## config.mk

```make
export PLATFORM = sky130hd
export DESIGN_NAME = pad_mux_ctrl_flat
export DESIGN_NICKNAME = d
export VERILOG_FILES = /design/src/rtl/pad_mux_ctrl_if.sv /design/src/rtl/pad_mux_ctrl.sv /design/src/flat_wrapper.sv
export SDC_FILE = /design/constraint.sdc
export NUM_CORES = 1
export LEC_CHECK = 0
export CORE_MARGIN = 8
export CORE_UTILIZATION = 27
export CTS_CLUSTER_DIAMETER = 80
export DETAILED_ROUTE_END_ITERATION = 10
export SLEW_MARGIN = 20
export SYNTH_ARGS = -nofsm -noshare
export SYNTH_HDL_FRONTEND = slang
export SYNTH_SLANG_ARGS = --single-unit
```

## constraint.sdc

```tcl
create_clock -name clk -period 2.9 [get_ports clk]
set_clock_uncertainty 0.2 [all_clocks]
set_input_delay 0.58 -clock clk [delete_from_list [all_inputs] [get_ports clk]]
set_output_delay 0.58 -clock clk [all_outputs]
set_load 0.005 [all_outputs]
```

## src/rtl/pad_mux_ctrl_if.sv

```systemverilog
// Configuration register bus of pad_mux_ctrl: single-cycle write/read strobes,
// registered read data returned with a one-cycle valid pulse.
interface pad_mux_ctrl_if;
    logic [5:0]  cfg_addr;
    logic        cfg_we;
    logic        cfg_re;
    logic [31:0] cfg_wdata;
    logic [31:0] cfg_rdata;
    logic        cfg_rvalid;

    modport master (
        output cfg_addr, cfg_we, cfg_re, cfg_wdata,
        input  cfg_rdata, cfg_rvalid
    );

    modport slave (
        input  cfg_addr, cfg_we, cfg_re, cfg_wdata,
        output cfg_rdata, cfg_rvalid
    );
endinterface

```

## src/rtl/pad_mux_ctrl.sv

```systemverilog
// Runtime pad function multiplexer with per-pad input synchroniser, glitch
// filter and write-1-to-clear change-event status feeding a registered IRQ.
module pad_mux_ctrl #(
    parameter int unsigned NUM_PADS = 14,
    parameter int unsigned NUM_FUNC = 4,
    parameter int unsigned FILT_W   = 4
) (
    input  logic                         clk,
    input  logic                         rst_n,
    pad_mux_ctrl_if.slave                bus,
    input  logic [NUM_PADS*NUM_FUNC-1:0] func_o,
    input  logic [NUM_PADS*NUM_FUNC-1:0] func_oe,
    output logic [NUM_PADS*NUM_FUNC-1:0] func_i,
    output logic [NUM_PADS-1:0]          pad_o,
    output logic [NUM_PADS-1:0]          pad_oe,
    input  logic [NUM_PADS-1:0]          pad_i,
    output logic                         irq_o
);
    localparam int unsigned SEL_W       = (NUM_FUNC > 1) ? $clog2(NUM_FUNC) : 1;
    localparam logic [5:0]  STATUS_ADDR = 6'(NUM_PADS);

    logic [NUM_PADS-1:0][SEL_W-1:0]  sel_q;
    logic [NUM_PADS-1:0]             filt_en_q;
    logic [NUM_PADS-1:0]             irq_en_q;
    logic [NUM_PADS-1:0][FILT_W-1:0] thr_q;

    logic [NUM_PADS-1:0]             sync1_q;
    logic [NUM_PADS-1:0]             sync2_q;
    logic [NUM_PADS-1:0]             filt_q;
    logic [NUM_PADS-1:0]             filt_d;
    logic [NUM_PADS-1:0]             filt_prev_q;
    logic [NUM_PADS-1:0][FILT_W-1:0] cnt_q;
    logic [NUM_PADS-1:0][FILT_W-1:0] cnt_d;

    logic [NUM_PADS-1:0]             status_q;
    logic [NUM_PADS-1:0]             status_d;
    logic                            irq_q;

    logic [31:0]                     rdata_q;
    logic [31:0]                     rdata_d;
    logic                            rvalid_q;
    logic [NUM_PADS-1:0][31:0]       cfg_word;

    for (genvar g = 0; g < NUM_PADS; g++) begin : g_word
        assign cfg_word[g] = {{(20 - FILT_W){1'b0}}, thr_q[g], 2'b00,
                              irq_en_q[g], filt_en_q[g],
                              {(8 - SEL_W){1'b0}}, sel_q[g]};
    end

    // Out-of-range selections match no function index, leaving the pad undriven.
    always_comb begin
        pad_o  = '0;
        pad_oe = '0;
        func_i = '0;
        for (int unsigned p = 0; p < NUM_PADS; p++) begin
            for (int unsigned f = 0; f < NUM_FUNC; f++) begin
                if (sel_q[p] == SEL_W'(f)) begin
                    pad_o[p]                = func_o[p*NUM_FUNC + f];
                    pad_oe[p]               = func_oe[p*NUM_FUNC + f];
                    func_i[p*NUM_FUNC + f]  = filt_q[p];
                end
            end
        end
    end

    // A thr of 0 or 1 lets the first disagreeing sample through.
    always_comb begin
        filt_d = filt_q;
        cnt_d  = cnt_q;
        for (int unsigned p = 0; p < NUM_PADS; p++) begin
            if (!filt_en_q[p]) begin
                filt_d[p] = sync2_q[p];
                cnt_d[p]  = '0;
            end else if (sync2_q[p] == filt_q[p]) begin
                cnt_d[p] = '0;
            end else if (thr_q[p] <= FILT_W'(1) || cnt_q[p] >= thr_q[p] - FILT_W'(1)) begin
                filt_d[p] = sync2_q[p];
                cnt_d[p]  = '0;
            end else begin
                cnt_d[p] = cnt_q[p] + FILT_W'(1);
            end
        end
    end

    // New events are ORed in after the clear so a coincident set survives.
    always_comb begin
        status_d = status_q;
        if (bus.cfg_we && bus.cfg_addr == STATUS_ADDR) begin
            status_d = status_q & ~bus.cfg_wdata[NUM_PADS-1:0];
        end
        status_d = status_d | ((filt_q ^ filt_prev_q) & irq_en_q);
    end

    always_comb begin
        rdata_d = '0;
        for (int unsigned p = 0; p < NUM_PADS; p++) begin
            if (bus.cfg_addr == 6'(p)) begin
                rdata_d = cfg_word[p];
            end
        end
        if (bus.cfg_addr == STATUS_ADDR) begin
            rdata_d = 32'(status_q);
        end
    end

    always_ff @(posedge clk or negedge rst_n) begin
        if (!rst_n) begin
            sel_q       <= '0;
            filt_en_q   <= '0;
            irq_en_q    <= '0;
            thr_q       <= '0;
            sync1_q     <= '0;
            sync2_q     <= '0;
            filt_q      <= '0;
            filt_prev_q <= '0;
            cnt_q       <= '0;
            status_q    <= '0;
            irq_q       <= 1'b0;
            rdata_q     <= '0;
            rvalid_q    <= 1'b0;
        end else begin
            sync1_q     <= pad_i;
            sync2_q     <= sync1_q;
            filt_q      <= filt_d;
            filt_prev_q <= filt_q;
            cnt_q       <= cnt_d;
            status_q    <= status_d;
            irq_q       <= |status_q;
            rvalid_q    <= bus.cfg_re;
            if (bus.cfg_re) begin
                rdata_q <= rdata_d;
            end
            for (int unsigned p = 0; p < NUM_PADS; p++) begin
                if (bus.cfg_we && bus.cfg_addr == 6'(p)) begin
                    sel_q[p]     <= bus.cfg_wdata[SEL_W-1:0];
                    filt_en_q[p] <= bus.cfg_wdata[8];
                    irq_en_q[p]  <= bus.cfg_wdata[9];
                    thr_q[p]     <= bus.cfg_wdata[12 +: FILT_W];
                end
            end
        end
    end

    assign bus.cfg_rdata  = rdata_q;
    assign bus.cfg_rvalid = rvalid_q;
    assign irq_o          = irq_q;
endmodule

```

## src/flat_wrapper.sv

```systemverilog
// flat-port wrapper written by rule: the top's interface ports become plain ports
module pad_mux_ctrl_flat 
#(
    parameter int unsigned NUM_PADS = 14,
    parameter int unsigned NUM_FUNC = 4,
    parameter int unsigned FILT_W   = 4
)
  (clk, rst_n, func_o, func_oe, func_i, pad_o, pad_oe, pad_i, irq_o, bus_cfg_addr, bus_cfg_we, bus_cfg_re, bus_cfg_wdata, bus_cfg_rdata, bus_cfg_rvalid);
  pad_mux_ctrl_if bus_i ();
  input  logic clk;
  input  logic rst_n;
  input  logic [NUM_PADS*NUM_FUNC-1:0] func_o;
  input  logic [NUM_PADS*NUM_FUNC-1:0] func_oe;
  output logic [NUM_PADS*NUM_FUNC-1:0] func_i;
  output logic [NUM_PADS-1:0] pad_o;
  output logic [NUM_PADS-1:0] pad_oe;
  input  logic [NUM_PADS-1:0] pad_i;
  output logic irq_o;
  input wire logic [$bits(bus_i.cfg_addr)-1:0] bus_cfg_addr;
  input wire logic [$bits(bus_i.cfg_we)-1:0] bus_cfg_we;
  input wire logic [$bits(bus_i.cfg_re)-1:0] bus_cfg_re;
  input wire logic [$bits(bus_i.cfg_wdata)-1:0] bus_cfg_wdata;
  output wire logic [$bits(bus_i.cfg_rdata)-1:0] bus_cfg_rdata;
  output wire logic [$bits(bus_i.cfg_rvalid)-1:0] bus_cfg_rvalid;
  assign bus_i.cfg_addr = bus_cfg_addr;
  assign bus_i.cfg_we = bus_cfg_we;
  assign bus_i.cfg_re = bus_cfg_re;
  assign bus_i.cfg_wdata = bus_cfg_wdata;
  assign bus_cfg_rdata = bus_i.cfg_rdata;
  assign bus_cfg_rvalid = bus_i.cfg_rvalid;
  pad_mux_ctrl #(.NUM_PADS(NUM_PADS), .NUM_FUNC(NUM_FUNC), .FILT_W(FILT_W)) u_core (.clk(clk), .rst_n(rst_n), .bus(bus_i), .func_o(func_o), .func_oe(func_oe), .func_i(func_i), .pad_o(pad_o), .pad_oe(pad_oe), .pad_i(pad_i), .irq_o(irq_o));
endmodule
```

==> results of run 1 <==
-- worst max-delay path by stage --
| stage | startpoint | endpoint | slack, ns | cells past startpoint |
|---|---|---|---|---|
| 6_report | func_oe[10] | pad_oe[2] | 0.07 | 3 |
| 5_1_grt | u_core.cfg_word[96] | pad_oe[3] | -0.003 | 2 |
| 4_1_cts | u_core.cfg_word[96] | pad_oe[3] | 0.002 | 2 |
| 3_5_place_dp | bus_cfg_addr[5] | u_core.cfg_word[399] | -0.11 | 6 |
| 3_3_place_gp | bus_cfg_addr[5] | u_core.cfg_word[384] | -0.09 | 6 |
| 2_1_floorplan | bus_cfg_addr[0] | u_core.cfg_word[384] | 0.54 | 5 |
-- Yosys cell counts (all sizes together) (19+ instances only) --
cell | instances | area share, %
dfrtp | 256 | 46
mux2 | 127 | 10
ha | 98 | 8.8
nor2 | 85 | 2.3
inv | 70 | 1.9
nand2 | 63 | 1.7
xnor2 | 43 | 2.7
xor2 | 41 | 2.6
nand3 | 36 | 1.4
mux4 | 35 | 5.7
clkbuf | 34 | 0.92
and3 | 33 | 1.5
a21o | 28 | 1.5
buf | 28 | 1.3
o21ai | 28 | 1.0
a21oi | 26 | 0.93
nand2b | 21 | 0.94
nor3 | 19 | 0.72
-- kinds of logic after synthesis --
logic type	Yosys count	synth area share [%]
and+or+nand+nor	303	11.3
DFF	256	46.0
muxes	175	16.9
AOI/OAI and AO/OA	153	7.61
buffers and inverters	132	4.10
adders and majority gates	98	8.81
xor gates and xnor gates	84	5.28
other	1	0.0269
-- worst reg2reg max path: cells and delay by family (launching register included) --
kind | cells | cell delay [ns]
fa+ha+maj | 2 | 0.59
compound gates | 3 | 0.58
flops | 1 | 0.47
mux | 1 | 0.37
buf+inv | 1 | 0.10
-- per-layer routing --
metal | share of wire [%] | track usage, % | vias up
li1 | - | - | 4859
met4 | 1.8 | 2.75 | 6
met1 | 45 | 17.8 | 5192
met2 | 47 | 22.6 | 282
met3 | 6.5 | 3.78 | 52
met5 | 0.086 | 0 | -
-- power breakdown --
part	total, W	internal (W)	switching [W]
clock	0.00367	0.00220	0.00147
sequential	0.00449	0.00394	0.000549
combinational	0.00222	0.00131	0.000909
-- area by class of cell --
class | instances | share of cell area, %
Antenna cell | 1 | 0.0134
Clock buffer | 37 | 4.33
Clock inverter | 13 | 0.767
Inverter | 70 | 1.41
Multi-Input combinational cell | 829 | 37.7
Sequential cell | 256 | 34.5
Tap cell | 680 | 4.57
Timing Repair Buffer | 318 | 16.7
-- registers in the layout, summed over array words and instances (netlist names), 14 cells and up --
name	cells
u_core.sync2_q	14
u_core.bus.cfg_rdata	16
u_core.status_q	14
u_core.cfg_word	84
u_core.cnt_q	56
u_core.irq_en_q	14
u_core.filt_en_q	14
u_core.filt_q	14
u_core.sync1_q	14
u_core.filt_prev_q	14
-- through the flow --
step / power, W / worst slack, ns / util, %
3_5_place_dp: 0.00679 / -0.108 / 34.4
5_1_grt: 0.0109 / -0.00268 / 36.3
4_1_cts: 0.0105 / 0.00213 / 36.3
2_1_floorplan: 0.00557 / 0.536 / -
6_report: 0.0104 / 0.0722 / 36.3
3_3_place_gp: 0.00672 / -0.0876 / 34.4
-- timing repair --
action	in CTS	in global routing
setup buffers	0	2
hold buffers	1	0
setup endpoints to repair	16	7
endpoints found under the hold margin	69	0
resized for setup	10	3
==> results.toml, run 1 <==
[critical_path]
path_max_fanout = 1
cp-start-kind = "input pin"
slowest_delay_ns = 0.51
cp-end-kind = "primary output"
reg2reg_setup_slack_ns = 0.47
critical_path_buf_inv_count = 2
crit_type = "in -> out"
cp_top_family = "buffers and inverters"
crit_slowest_cell = "clkdlybuf4s50_1"
r2r-start = "u_core.cfg_word[332]"
path_cells = "clkdlybuf4s50_1 > mux4_2 > clkdlybuf4s50_1"
arrival_ns = 2.05
worstRegToRegCells = 7
reg2reg_to = "u_core.filt_q[10]"
critPathRequiredTime_ns = 2.12
path_common_cell = "clkdlybuf4s50_1"

[yosys]
synth_cells = 1202
yosys_warnings = 0
ys_async_sr_fraction_pct = 100
yosysUniqueCellTypes = 55
syn_area_per_cell_um2 = 11.6
syn_area_mm2 = 0.0139
ys_seq_area_share_pct = 46.0
synth_ff_type = "dfrtp_1"
synth_edf_count = 0
ys_ff_latch = 256

[worst_hold_path]
hp-class = "reg -> reg"
hold_path_depth = 0
min_from = "u_core.sync1_q[6]"
whs_endpoint = "u_core.sync2_q[6]"

[finish]
seqCellArea_mm2 = 0.00642
drive_above_1_share_pct = 19.3
final_nets = 1769
final_area_mm2 = 0.0186
final_cell_mix = "248 x clkdlybuf4s50_1, 247 x dfrtp_1, 127 x mux2_2"
instances_no_fill = 2204
final_common_cell = "clkdlybuf4s50_1"
multiInputGateArea_mm2 = 0.00701
n_fill_cell = 5021
area_growth_pct = 33.6

[floorplanning]
die_y_um = 243
die_w_um = 243
coreArea_mm2 = 0.0512
dieArea_mm2 = 0.0591
rows = 83
start_util_pct = 27.2
ios = 286

[clocking]
cts_tree = "done"
cts_buffer_depth = 3
clk_pin_slew_ns = 0.06
clock_latency_ns = 0.56
htree_levels = 1
cts-buffers-inserted = 28
cts_num_sinks = 256
clock-root-buffer = "clkbuf_16"

[detailed_routing]
ant_nets = 0
drc = 0
num_vias = 10400
viasPerCell = 4.71
drt-initial-drc-count = 641
first_pass_iters = 5
routed_wl_um = 41600
wl_per_cell_um = 18.9

[timing]
period_minus_slack_ns = 2.83
post-route-period-util_pct = 97.5
fin_tns_setup_ns = 0
hold_ws_ns = 0.147
hold_viol = 0
max_slew_margin_pct = 42.2
setup_violations = 0
timing.fmax_mhz = 354
worst_slew_pin_slew_ns = 0.864
maxSlewViolCount = 0

[placement]
post-dp-hpwl_um = 32500
dp.cells = 2150
post_dp_cell_area_mm2 = 0.0176
port_buffers = 253
gp_congestion = 0.927

[global_route]
grt_pass1_vias = 10900
grt.total_usage_pct = 13.7
overflow = 0
grt_max_degree = 77
grt_antenna_before_repair = 4
grt_pass1_wl_um = 64500

[outcome]
status = "complete, no violations"

[run]
maxCapViolCount = 0

[power]
powerDensity_mw_per_mm2 = 557
vdd_drop_max_mv = 0.463
leakage_nw = 8.42
No activity file was read; power rests on OpenSTA's default activity.
==> run 2: changes to the inputs <==
--- a/config.mk
+++ b/config.mk
@@ -5,10 +5,13 @@
 export SDC_FILE = /design/constraint.sdc
 export NUM_CORES = 1
 export LEC_CHECK = 0
+export CELL_PAD_IN_SITES_DETAIL_PLACEMENT = 1
+export CELL_PAD_IN_SITES_GLOBAL_PLACEMENT = 2
 export CORE_MARGIN = 8
 export CORE_UTILIZATION = 27
 export CTS_CLUSTER_DIAMETER = 80
 export DETAILED_ROUTE_END_ITERATION = 10
+export PLACE_DENSITY_LB_ADDON = 0.1
 export SLEW_MARGIN = 20
 export SYNTH_ARGS = -nofsm -noshare
 export SYNTH_HDL_FRONTEND = slang
==> results.toml, run 2 (synthesis results as in run 1) <==
[outcome]
status = "complete, no violations"

[placement]
port_buffers = 253
post-dp-hpwl_um = 35100
dp_slack_ns = -0.0313
post_dp_cell_area_mm2 = 0.0176
gp_congestion = 0.783

[detailed_routing]
wl_per_cell_um = 20.7
routed_wl_um = 45900
num_vias = 10400
wl_met1_um = 21000
wl_met3_um = 2010
highest_layer = "met5"
first_pass_iters = 4
ant_nets = 0
drt-initial-drc-count = 507
wl_met2_um = 22100
viasPerCell = 4.69
drc = 0

[finish]
largest_reg_flops = 84
final_cell_mix = "251 x clkdlybuf4s50_1, 249 x dfrtp_1, 127 x mux2_2"
drive_above_1_share_pct = 18.9
final_common_cell = "clkdlybuf4s50_1"
final_nets = 1772
area_growth_pct = 35.0
final_area_mm2 = 0.0188

[timing]
rsz0062_at_grt = "false"
hold_viol = 0
max_slew_margin_pct = 60.8
fin_ws_ns = 0.104
post-route-period-util_pct = 96.4
maxSlewViolCount = 0
worst_slew_pin_slew_ns = 0.581
period_minus_slack_ns = 2.80
setup_violations = 0
timing.fmax_mhz = 358
hold_ws_ns = 0.145

[global_route]
grt_pass1_wl_um = 71800
overflow = 0
grt.total_usage_pct = 15.4
grt_antenna_before_repair = 4
grt_max_degree = 82
grt_pass1_vias = 11400

[clocking]
htree_levels = 2
cts-buffers-inserted = 35
clock_latency_ns = 0.53
cts_buffer_depth = 3
post-cts-setup-buffers = 0
clock-root-buffer = "clkbuf_16"
cts_tree = "done"
cts_num_sinks = 256
clk_pin_slew_ns = 0.06

[critical_path]
reg2reg_to = "u_core.filt_q[13]"
crit_type = "reg -> out"
cp-start-kind = "register"
reg2reg_setup_slack_ns = 0.45
worstRegToRegCells = 7
r2r-start = "u_core.cfg_word[428]"
critPathRequiredTime_ns = 2.12
arrival_ns = 2.02
cp-end-kind = "primary output"
path_max_fanout = 8

[power]
vdd_drop_max_mv = 0.293
leakage_nw = 8.49
powerDensity_mw_per_mm2 = 588

[floorplanning]
ios = 286
rows = 83
start_util_pct = 27.2
die_w_um = 243
coreArea_mm2 = 0.0512
die_y_um = 243
dieArea_mm2 = 0.0591

[worst_hold_path]
min_from = "u_core.sync1_q[6]"
whs_endpoint = "u_core.sync2_q[6]"
hold_path_depth = 0
hp-class = "reg -> reg"

[run]
maxCapViolCount = 0
run 2: how the worst max path moves through the flow:
stage / start / end / slack [ns] / depth (start not counted)
finish: u_core.cfg_word[96] / pad_oe[3] / 0.10 / 2
global route: u_core.cfg_word[288] / pad_oe[9] / 0.03 / 2
CTS: u_core.cfg_word[0] / pad_oe[0] / 0.002 / 2
detailed placement: bus_cfg_addr[3] / u_core.bus.cfg_rdata[8] / -0.03 / 6
global placement: bus_cfg_addr[3] / u_core.bus.cfg_rdata[8] / 0.008 / 6
floorplan: bus_cfg_addr[0] / u_core.cfg_word[384] / 0.54 / 5
run 2: through the flow:
stage | std cells | total power [W] | TNS [ns] | util, %
final | 2211 | 0.0111 | 0 | 36.7
after global routing | 2208 | 0.0117 | 0 | 36.7
after CTS | 2208 | 0.0113 | 0 | 36.7
after detailed placement | 2148 | 0.00685 | -0.0358 | 34.4
after global placement | 2148 | 0.00682 | 0 | 34.4
after floorplan | 1217 | 0.00557 | 0 | -
run 2: layer usage:
metal | global-route usage (%) | up-vias
met3 | 2.98 | 57
met1 | 20.4 | 5259
met4 | 3.81 | 2
li1 | - | 4870
met5 | 0 | -
met2 | 25.7 | 187
run 2: timing repair:
item | in CTS | in global routing
endpoints found under the setup margin | 10 | 2
resized for setup | 6 | 1
hold buffers | 1 | 0
cloned | 0 | 0
hold endpoints to repair | 23 | 0
pin swaps | 0 | 0
run 2: worst max-delay path, cell delays in order, from the launching register on:
cell and delay [ns]:
dfrtp_2 0.48, mux4_2 0.54, clkdlybuf4s50_1 0.47
run 2: report_power, final:
group          total (W)  switching (W)  internal (W)
logic            0.00224       0.000923       0.00132
registers        0.00450       0.000557       0.00394
clock network    0.00432        0.00162       0.00270
total             0.0111        0.00310       0.00796
run 2: cell type report:
type / count / area (um2)
timing repair buffer: 314 / 3110
tap: 680 / 851
clock buffer: 55 / 1070
clock inverter: 4 / 73.8
sequential: 256 / 6410
multi-input combinational: 829 / 7010
antenna: 3 / 7.51
fill: 5507 / 32400
inverter: 70 / 263
==> run 3: changes to the inputs <==
--- a/config.mk
+++ b/config.mk
@@ -8,7 +8,7 @@
 export CELL_PAD_IN_SITES_DETAIL_PLACEMENT = 1
 export CELL_PAD_IN_SITES_GLOBAL_PLACEMENT = 2
 export CORE_MARGIN = 8
-export CORE_UTILIZATION = 27
+export CORE_UTILIZATION = 34
 export CTS_CLUSTER_DIAMETER = 80
 export DETAILED_ROUTE_END_ITERATION = 10
 export PLACE_DENSITY_LB_ADDON = 0.1
==> results.toml, run 3 (synthesis results as in run 1) <==
[detailed_routing]
drc = 0
viasPerCell = 4.98
routed_wl_um = 43500
first_pass_iters = 4
drt-initial-drc-count = 429
ant_nets = 0
num_vias = 10300
wl_per_cell_um = 21.0

[clocking]
clk_pin_slew_ns = 0.06
clock-root-buffer = "clkbuf_16"
clock_latency_ns = 0.56
cts_tree = "done"
htree_levels = 1
cts-buffers-inserted = 31
cts_num_sinks = 256
cts_buffer_depth = 3

[power]
power_w = 0.0106
vdd_drop_max_mv = 0.487
leakage_nw = 8.47
powerDensity_mw_per_mm2 = 573

[finish]
final_cell_mix = "251 x clkdlybuf4s50_1, 248 x dfrtp_1, 127 x mux2_2"
seqCellArea_mm2 = 0.00642
final_nets = 1777
final_common_cell = "clkdlybuf4s50_1"
drive_above_1_share_pct = 19.6
area_growth_pct = 33.1
instances_no_fill = 2066
antenna_cells = 0
n_fill_cell = 4357
largest_reg_flops = 84
multiInputGateArea_mm2 = 0.00701

[outcome]
status = "complete, no violations"

[critical_path]
critical_path_buf_inv_count = 1
slowest_delay_ns = 0.52
path_max_fanout = 3
cp-start-kind = "register"
reg2reg_to = "u_core.filt_q[13]"
cp_top_family = "multiplexers"
cp-end-kind = "primary output"
arrival_ns = 2.02
path_cells = "mux4_2 > clkdlybuf4s50_1"
reg2reg_setup_slack_ns = 0.39
crit_type = "reg -> out"
critPathRequiredTime_ns = 2.12
worstRegToRegCells = 7
r2r-start = "u_core.cfg_word[428]"
crit_slowest_cell = "mux4_2"

[floorplanning]
dieArea_mm2 = 0.0477
die_w_um = 218
start_util_pct = 34.3
ios = 286
rows = 74
die_y_um = 218
coreArea_mm2 = 0.0406

[global_route]
grt.total_usage_pct = 18.1
grt_max_degree = 61
grt_pass1_wl_um = 67900
grt_pass1_vias = 11300
overflow = 0
grt_antenna_before_repair = 0

[timing]
timing.fmax_mhz = 357
fin_tns_setup_ns = 0
worst_slew_pin_slew_ns = 0.839
maxSlewViolCount = 0
rsz0062_at_grt = "false"
period_minus_slack_ns = 2.80
hold_viol = 0
max_slew_margin_pct = 43.9
post-route-period-util_pct = 96.7
setup_violations = 0

[worst_hold_path]
hold_path_depth = 0
min_from = "u_core.sync1_q[5]"
whs_endpoint = "u_core.sync2_q[5]"
hp-class = "reg -> reg"

[placement]
post-dp-hpwl_um = 33400
port_buffers = 253
gp_congestion = 0.844
dp.cells = 2006

[run]
maxCapViolCount = 0
run 3: cell types whose count changed in the layout (fill, tap and decap cells not counted), moves of 3 or more:
cell	delta
clkinv_2	+5
diode_2	-3
clkbuf_16	-6
buf_4	+11
clkbuf_1	-5
run 3: layout make-up:
type                            instances  area share (%)
Tap cell                              532            3.59
Inverter                               70            1.42
Clock buffer                           45            4.96
Clock inverter                         11           0.614
Multi-Input combinational cell        829            37.8
Sequential cell                       256            34.6
Timing Repair Buffer                  323            17.0
run 3: metal layers:
| metal | vias up | GRT usage (%) | share of wire (%) |
|---|---|---|---|
| met5 | - | 0 | 0 |
| met2 | 184 | 31.7 | 51 |
| met1 | 5205 | 23.4 | 44 |
| met3 | 39 | 2.72 | 4.1 |
| li1 | 4867 | - | - |
| met4 | 0 | 4.14 | 1.5 |
run 3: power breakdown:
group	internal, W	switching, W
logic	0.00132	0.000915
registers	0.00394	0.000548
clock network	0.00236	0.00155
total	0.00761	0.00301
run 3: repair_timing:
action | 4_1_cts | 5_1_grt
resized for setup | 6 | 2
endpoints found under the hold margin | 42 | 0
hold buffers | 1 | 0
pin swaps | 0 | 0
endpoints found under the setup margin | 12 | 8
setup buffers | 0 | 3
run 3: per-stage QoR:
step | area [um2] | setup WS, ns | utilization [%] | hold slack (ns)
after detailed placement | 17500 | -0.0151 | 43.0 | 0.136
after CTS | 18500 | 0.000431 | 45.5 | 0.149
after floorplan | 14000 | 0.536 | - | 0.0844
final | 18500 | 0.0953 | 45.6 | 0.144
after global placement | 17500 | 0.0333 | 43.0 | 0.132
after global routing | 18500 | 0.00240 | 45.6 | 0.152
run 3: worst reg2reg max path, delay by kind of cell (launching register included):
kind / cells / cell delay (ns)
buffers and inverters: 1 / 0.12
multiplexers: 1 / 0.37
flip-flops: 1 / 0.49
adder cells (fa/ha/maj): 2 / 0.60
AO/OA/AOI/OAI: 3 / 0.61
run 3: how the worst max path moves through the flow:
stage                     cells past startpoint  slack, ns                       to                 start
after floorplan                               5       0.54     u_core.cfg_word[384]       bus_cfg_addr[0]
after global placement                        8       0.03  u_core.bus.cfg_rdata[1]       bus_cfg_addr[2]
after detailed placement                      8      -0.02  u_core.bus.cfg_rdata[1]       bus_cfg_addr[2]
after CTS                                     2     0.0004                pad_oe[9]  u_core.cfg_word[288]
after global routing                          2      0.002                 pad_o[1]   u_core.cfg_word[32]
final                                         2        0.1               pad_oe[10]  u_core.cfg_word[320]
